<file path="src/rtl/pipeline_pkg.sv">
// Shared pipeline definitions: control-word bit positions and datapath defaults
// used by both the MEM/WB register and the write-back register file.
package pipeline_pkg;

   // Register-write enable position inside the MEM/WB control word
   localparam int CMW_REG_WRITE = 20;

   // Datapath defaults for the integer register file
   localparam int DEF_REG_W  = 32;
   localparam int DEF_ADDR_W = 5;

   // Hard-wired zero register
   localparam int ZERO_REG = 0;

   // True when a control word asks for a register write
   function automatic logic cmw_reg_write(input logic [31:0] cmw);
      return cmw[CMW_REG_WRITE];
   endfunction

endpackage

</file>
<file path="src/rtl/regfile_bank.sv">
// Plain storage array: one synchronous write port, two asynchronous read ports.
// Knows nothing about r0; the caller keeps r0 untouched by never writing it.
module regfile_bank
   import pipeline_pkg::*;
#(
   parameter int REG_W  = DEF_REG_W,
   parameter int ADDR_W = DEF_ADDR_W
) (
   input  logic              clk,
   input  logic              srst,
   input  logic              we,
   input  logic [ADDR_W-1:0] waddr,
   input  logic [REG_W-1:0]  wdata,
   input  logic [ADDR_W-1:0] raddr_a,
   input  logic [ADDR_W-1:0] raddr_b,
   output logic [REG_W-1:0]  rdata_a,
   output logic [REG_W-1:0]  rdata_b
);

   localparam int DEPTH = 1 << ADDR_W;

   logic [REG_W-1:0] mem_q [DEPTH];

   // Storage update: reset clears every entry, otherwise write the addressed one
   always_ff @(posedge clk) begin
      if (srst) begin
         for (int i = 0; i < DEPTH; i++) begin
            mem_q[i] <= '0;
         end
      end else if (we) begin
         mem_q[waddr] <= wdata;
      end
   end

   assign rdata_a = mem_q[raddr_a];
   assign rdata_b = mem_q[raddr_b];

endmodule

</file>
<file path="src/rtl/wb_regfile.sv">
// Write-back register file: commits MEM/WB results, serves two registered
// read ports with write-first bypass, and counts committed writes.
module wb_regfile
   import pipeline_pkg::*;
#(
   parameter int REG_W  = DEF_REG_W,
   parameter int ADDR_W = DEF_ADDR_W
) (
   input  logic              clock,
   input  logic              reset,
   input  logic [REG_W-1:0]  d2_in,
   input  logic [ADDR_W-1:0] rd_in,
   input  logic [31:0]       c_m_w_in,
   input  logic              stall,
   input  logic [ADDR_W-1:0] rs_addr,
   input  logic [ADDR_W-1:0] rt_addr,
   output logic [REG_W-1:0]  rs_data,
   output logic [REG_W-1:0]  rt_data,
   output logic [31:0]       wr_count
);

   localparam logic [ADDR_W-1:0] R0 = ADDR_W'(ZERO_REG);

   logic             we;
   logic [REG_W-1:0] bank_rs, bank_rt;
   logic [REG_W-1:0] rs_data_q, rs_data_d;
   logic [REG_W-1:0] rt_data_q, rt_data_d;
   logic [31:0]      wr_count_q, wr_count_d;

   // Only bit CMW_REG_WRITE of the control word matters here
   logic unused_cmw;
   assign unused_cmw = ^{c_m_w_in[31:CMW_REG_WRITE+1], c_m_w_in[CMW_REG_WRITE-1:0]};

   // A write to r0 is dropped entirely, so r0 storage stays at its reset zero
   assign we = cmw_reg_write(c_m_w_in) && (rd_in != R0);

   regfile_bank #(
      .REG_W  (REG_W),
      .ADDR_W (ADDR_W)
   ) u_bank (
      .clk     (clock),
      .srst    (reset),
      .we      (we),
      .waddr   (rd_in),
      .wdata   (d2_in),
      .raddr_a (rs_addr),
      .raddr_b (rt_addr),
      .rdata_a (bank_rs),
      .rdata_b (bank_rt)
   );

   // Next read data: hold on stall, force r0 to zero, bypass a same-cycle write
   always_comb begin
      rs_data_d  = rs_data_q;
      rt_data_d  = rt_data_q;
      wr_count_d = wr_count_q + (we ? 32'd1 : 32'd0);
      if (!stall) begin
         if (rs_addr == R0)               rs_data_d = '0;
         else if (we && rd_in == rs_addr) rs_data_d = d2_in;
         else                             rs_data_d = bank_rs;

         if (rt_addr == R0)               rt_data_d = '0;
         else if (we && rd_in == rt_addr) rt_data_d = d2_in;
         else                             rt_data_d = bank_rt;
      end
   end

   // Output flops and commit counter; reset wins over stall and writes
   always_ff @(posedge clock) begin
      if (reset) begin
         rs_data_q  <= '0;
         rt_data_q  <= '0;
         wr_count_q <= '0;
      end else begin
         rs_data_q  <= rs_data_d;
         rt_data_q  <= rt_data_d;
         wr_count_q <= wr_count_d;
      end
   end

   assign rs_data  = rs_data_q;
   assign rt_data  = rt_data_q;
   assign wr_count = wr_count_q;

endmodule

</file>
<file path="config.mk">
export PLATFORM = sky130hd
export DESIGN_NAME = wb_regfile
export DESIGN_NICKNAME = d
export VERILOG_FILES = /design/src/rtl/pipeline_pkg.sv /design/src/rtl/regfile_bank.sv /design/src/rtl/wb_regfile.sv
export SDC_FILE = /design/constraint.sdc
export NUM_CORES = 2
export LEC_CHECK = 0
export CAP_MARGIN = 10
export CORE_ASPECT_RATIO = 0.9
export CORE_MARGIN = 3
export CORE_UTILIZATION = 60
export CTS_CLUSTER_SIZE = 10
export DETAILED_ROUTE_END_ITERATION = 7
export PLACE_DENSITY = 0.86
export SETUP_SLACK_MARGIN = 0.2
export SYNTH_ARGS = -nofsm -noshare
export SYNTH_HDL_FRONTEND = slang
export SYNTH_SLANG_ARGS = --single-unit
</file>
<file path="constraint.sdc">
create_clock -name clock -period 6.7 [get_ports clock]
set_input_delay 1.005 -clock clock [delete_from_list [all_inputs] [get_ports clock]]
set_output_delay 1.005 -clock clock [all_outputs]
set_load 0.01 [all_outputs]
</file>
Yosys cells after proc, flatten, opt, wreduce, memory -nomap -nowiden
Memories as Yosys holds them, arrays and structs flattened.
Index checks and enable logic that the tools add are counted.

cells by class
  eq/ne operators = 2
  muxes and demuxes = 13
  reductions and logical operators = 7
  add/sub/neg operators = 1

operators by type and width
  kind                                      count
  32-bit 2-to-1 mux                         5
  32-bit by 1-bit adder with 32-bit output  1
  32-bit OR reduction                       1
  5-bit equality test                       2
  5-bit logical NOT                         2
  1-bit 2-to-1 mux                          7
  5-bit 2-to-1 mux                          1
  5-bit nonzero test                        1
  1-bit logical AND                         3

storage, ports and cells
  memories kept = 1
  output and inout port bits = 96
  RAM bits = 1,024
  register bits after elaboration = 96
  bits of input ports = 82
  word-level logic and storage cells = 27

memories
  memory        words  width  rd ports  clocked after memory_dff  wr ports  line                text
  u_bank.mem_q  32     32     2         0                         32        regfile_bank.sv:22  logic [REG_W-1:0] mem_q [DEPTH];

Depth between registers and ports, before layout
  depth in word-level cells = 7
  mapped depth = 13

Hierarchy
From an unflattened synthesis, not the netlist that was laid out.

second synthesis, totals
  cells, all modules = 5,198
  area total of the unflattened synthesis = 60,927.2 um^2

modules (own cells, without submodules)
  module        area an instance (um^2)  cells each  times used  sequential area each (um^2)
  regfile_bank  56,467.9                 4,640       1           30,749.5
  wb_regfile    4,459.3                  558         1           1,921.8

Least setup slack after synthesis
Ideal clock, no wire load.

  path kind = input -> register
  from = input rd_in[2]
  to = memory u_bank.mem_q[16][0] in the netlist's numbering, enable pin
  buffers on the path = 4
  setup slack = 1.579 ns
  stages = 8
  data arrival time = 4.655 ns
  cell sequence = buf_2 or3_1 buf_2 o31ai_4 or4_1 buf_4 buf_2 o21ai_0

RTL lines
  item                line                text
  start: declaration  wb_regfile.sv:12    input logic [ADDR_W-1:0] rd_in,
  end: declaration    regfile_bank.sv:22

==> summary.txt <==
Outcome
  – Status: finished with violations
  – Violated checks: DRC

Global route
  – Vias in the first global route: 38.2k
  – First-pass GRT wire length: 253000 microns
  – Largest net degree at the start of global routing: 115
  – Initial antenna violation count: 9
  – GRT overflow: 0
  – Overall Global Routing Usage: 35.1%

Drt
  – Drt drc: 1
  – Post-route ant nets: 0
  – Vias after detailed routing: 37.7k
  – Routed WL: 175000 microns
  – First-pass detailed-route iteration total: 8
  – Wire length per cell: 34.1 microns
  – Iter 0 DRT Violations: 7130
  – Vias per inst: 7.34

Synthesis
  – Synth Area in Adders: 0.0430%
  – Post-synthesis sequential area ratio: 56.2%
  – Post-synthesis xor/xnor area fraction: 0.527%
  – Synth Cell Area: 58200 sq um
  – Mean Syn Cell Area: 15.3 sq um
  – Cell variety after synth: 49
  – Total number of yosys warnings: 0
  – Cell count after synthesis: 3799
  – Asr flop ratio synth: 0%
  – Compound-Gate Fraction of Synth Area: 2.50%
  – FF+latch count, synth: 1120
  – Simple-gate share of the synthesized area: 13.3%
  – Post-synth EDFFs: 1024
  – Main synth FF type: edfxtp_1
  – Proportion of synthesized area in mux cells: 24.5%
  – Main combinational cell family by area after synthesis: multiplexers

Cells and area
  – Nets: 3890
  – Fin cells: 5139
  – Commonest non-fill, non-tap cell in the layout: edfxtp_1
  – Most frequent cells in the layout: 1024 x edfxtp_1, 963 x and2_1, 574 x mux4_2
  – Share of cells above drive strength 1: 25.1%
  – Synthesis-to-finish area growth: 11.3%

Clock network
  – Root buffer cell: clkbuf_16
  – CTS tree: yes
  – Worst-path clk slew: 50 ps
  – H-tree Lvls: 4
  – Post_cts resized: 0
  – Post-CTS Setup Inserts: 0
  – Longest Clk Path Bufs: 3
  – CTS buffer count: 131
  – Clock sinks: 1120
  – Worst-Skew Late Latency: 720 ps
  – CTS Hold Buffers Added: 0

Setup path
  – Worst Setup End Kind: register
  – Worst EP arrival: 4760 ps
  – Worst endpoint required time: 7030 ps
  – R2R Setup Slk: 4480 ps
  – CP Launch Type: primary input
  – Setup CP Type: primary input to register
  – Crit-path max FO: 25

Floorplan
  – Total die area: 101000 sq um
  – Row count: 107
  – Core area: 95500 sq um
  – Chip Width: 334 microns
  – Io pins: 178
  – Initial Utilization: 60.9%
  – Die Span Y: 301 microns

Placed design
  – Port Buffer Count: 146
  – Placed instance count: 4921
  – RD Place Congestion: 0.881
  – DPL Wire Length: 99500 microns

Timing
  – Setup TNS: 0 ps
  – Minimum clock period: 4430 ps
  – Max Transition Viols Final: 0
  – Fin Clk Skew: 33.8 ps
  – Final worst path period share: 66.1%
  – RSZ-0062 raised after global routing: no
  – WHS: 501 ps
  – Worst-Margin Slew: 1360 ps
  – Headroom to the max-slew limit: 9.12%
  – Peak Freq: 226 MHz
  – Final Hold Vio Count: 0
  – Final setup fails: 0

Pwr
  – PwrDens: 257 nW/um^2
  – Leak: 21.7 nW
  – Maximum resistive drop on vdd: 0.000217 V

Worst hold path
  – Hold Crit Class: register to register

Flow run
  – Number of max-cap violations: 0
cell usage after synthesis, types with 2 or more instances:
cell	n	share of area [%]
a211o_1	2	0.030
a21oi_1	8	0.069
a22oi_1	63	0.81
and2_1	963	10
and3_1	2	0.022
and4_1	5	0.075
buf_1	27	0.17
buf_2	89	0.77
buf_4	10	0.13
clkbuf_1	284	1.8
dfxtp_1	96	3.3
edfxtp_1	1024	53
ha_1	2	0.043
inv_1	10	0.065
mux2_2	63	1.2
mux2i_1	64	1.1
mux4_2	574	22
nand2_1	79	0.51
nand2b_1	31	0.33
nand3_1	80	0.69
nand3b_1	6	0.077
nand4_1	4	0.043
nor2_1	60	0.39
nor2b_1	5	0.054
nor3_1	39	0.34
nor3b_1	2	0.026
nor4_1	10	0.11
o211ai_1	63	0.81
o21a_1	2	0.026
o21ai_0	71	0.61
or3_1	7	0.075
or3b_2	2	0.030
or4_1	3	0.039
xnor2_1	27	0.41
xor2_1	8	0.12
worst paths after layout:
| path | from | end | cells after the start |
|---|---|---|---|
| min reg2reg | wr_count[14] | wr_count[14] | 2 |
| max | rd_in[4] | u_bank.mem_q[12][6] | 7 |
| min | wr_count[14] | wr_count[14] | 2 |
| max reg2reg | wr_count[0] | wr_count[28] | 6 |
kinds of logic (layout without fill, tap and decap cells):
kind of cell | count (synthesis) | after routing
AND/OR/NAND/NOR | 1303 | 1303
multiplexers | 701 | 701
other | 1 | 45
buffers and inverters | 420 | 463
XOR/XNOR | 35 | 35
AO/OA/AOI/OAI | 217 | 217
flip-flops | 1120 | 1120
adder cells (fa/ha/maj) | 2 | 2
report_power, final:
| part | total (mW) | switching, mW | internal [mW] |
|---|---|---|---|
| Combinational | 1.92 | 1.05 | 0.872 |
| Clock | 6.42 | 2.73 | 3.69 |
| Sequential | 8.28 | 0.257 | 8.02 |
worst max-delay path, cell delays in order:
cell and delay (ps):
clkdlybuf4s50_1 780, or3_1 590, o31ai_4 230, or4_1 780
buf_4 350, o21ai_4 380, buf_4 580
metrics by stage:
step | power, mW | setup WS (ps) | area, sq um | utilization (%)
5_1_grt | 17.0 | 2240 | 64700 | 67.8
2_1_floorplan | 9.51 | 1580 | 58300 | -
6_report | 16.6 | 2270 | 64800 | 67.8
4_1_cts | 16.5 | 2420 | 64600 | 67.7
3_5_place_dp | 10.2 | 1690 | 61000 | 63.9
3_3_place_gp | 10.1 | 1750 | 61000 | 63.9
state kept, by name, summed over array words and instances (netlist names):
register / count
wr_count: 32
rs_data: 32
rt_data: 32
u_bank.mem_q: 1024
final cells by class:
| type | count | area [sq um] |
|---|---|---|
| fill | 5938 | 30700 |
| sequential | 1120 | 32700 |
| clock buffer | 191 | 3580 |
| tap | 1253 | 1570 |
| inverter | 10 | 37.5 |
| timing repair buffer | 253 | 2410 |
| clock inverter | 9 | 90.1 |
| antenna | 13 | 32.5 |
| multi-input combinational | 2290 | 24400 |
layer usage:
metal  GRT usage (%)  vias up  part of all wire (%)
met4            16.1       10                   5.3
met3            12.4      672                    17
met1            46.4    18800                    33
met5            1.02        -                  0.11
met2            52.9     3642                    45
li1                -    14600                     -
Power figures use the tool's default switching activity.
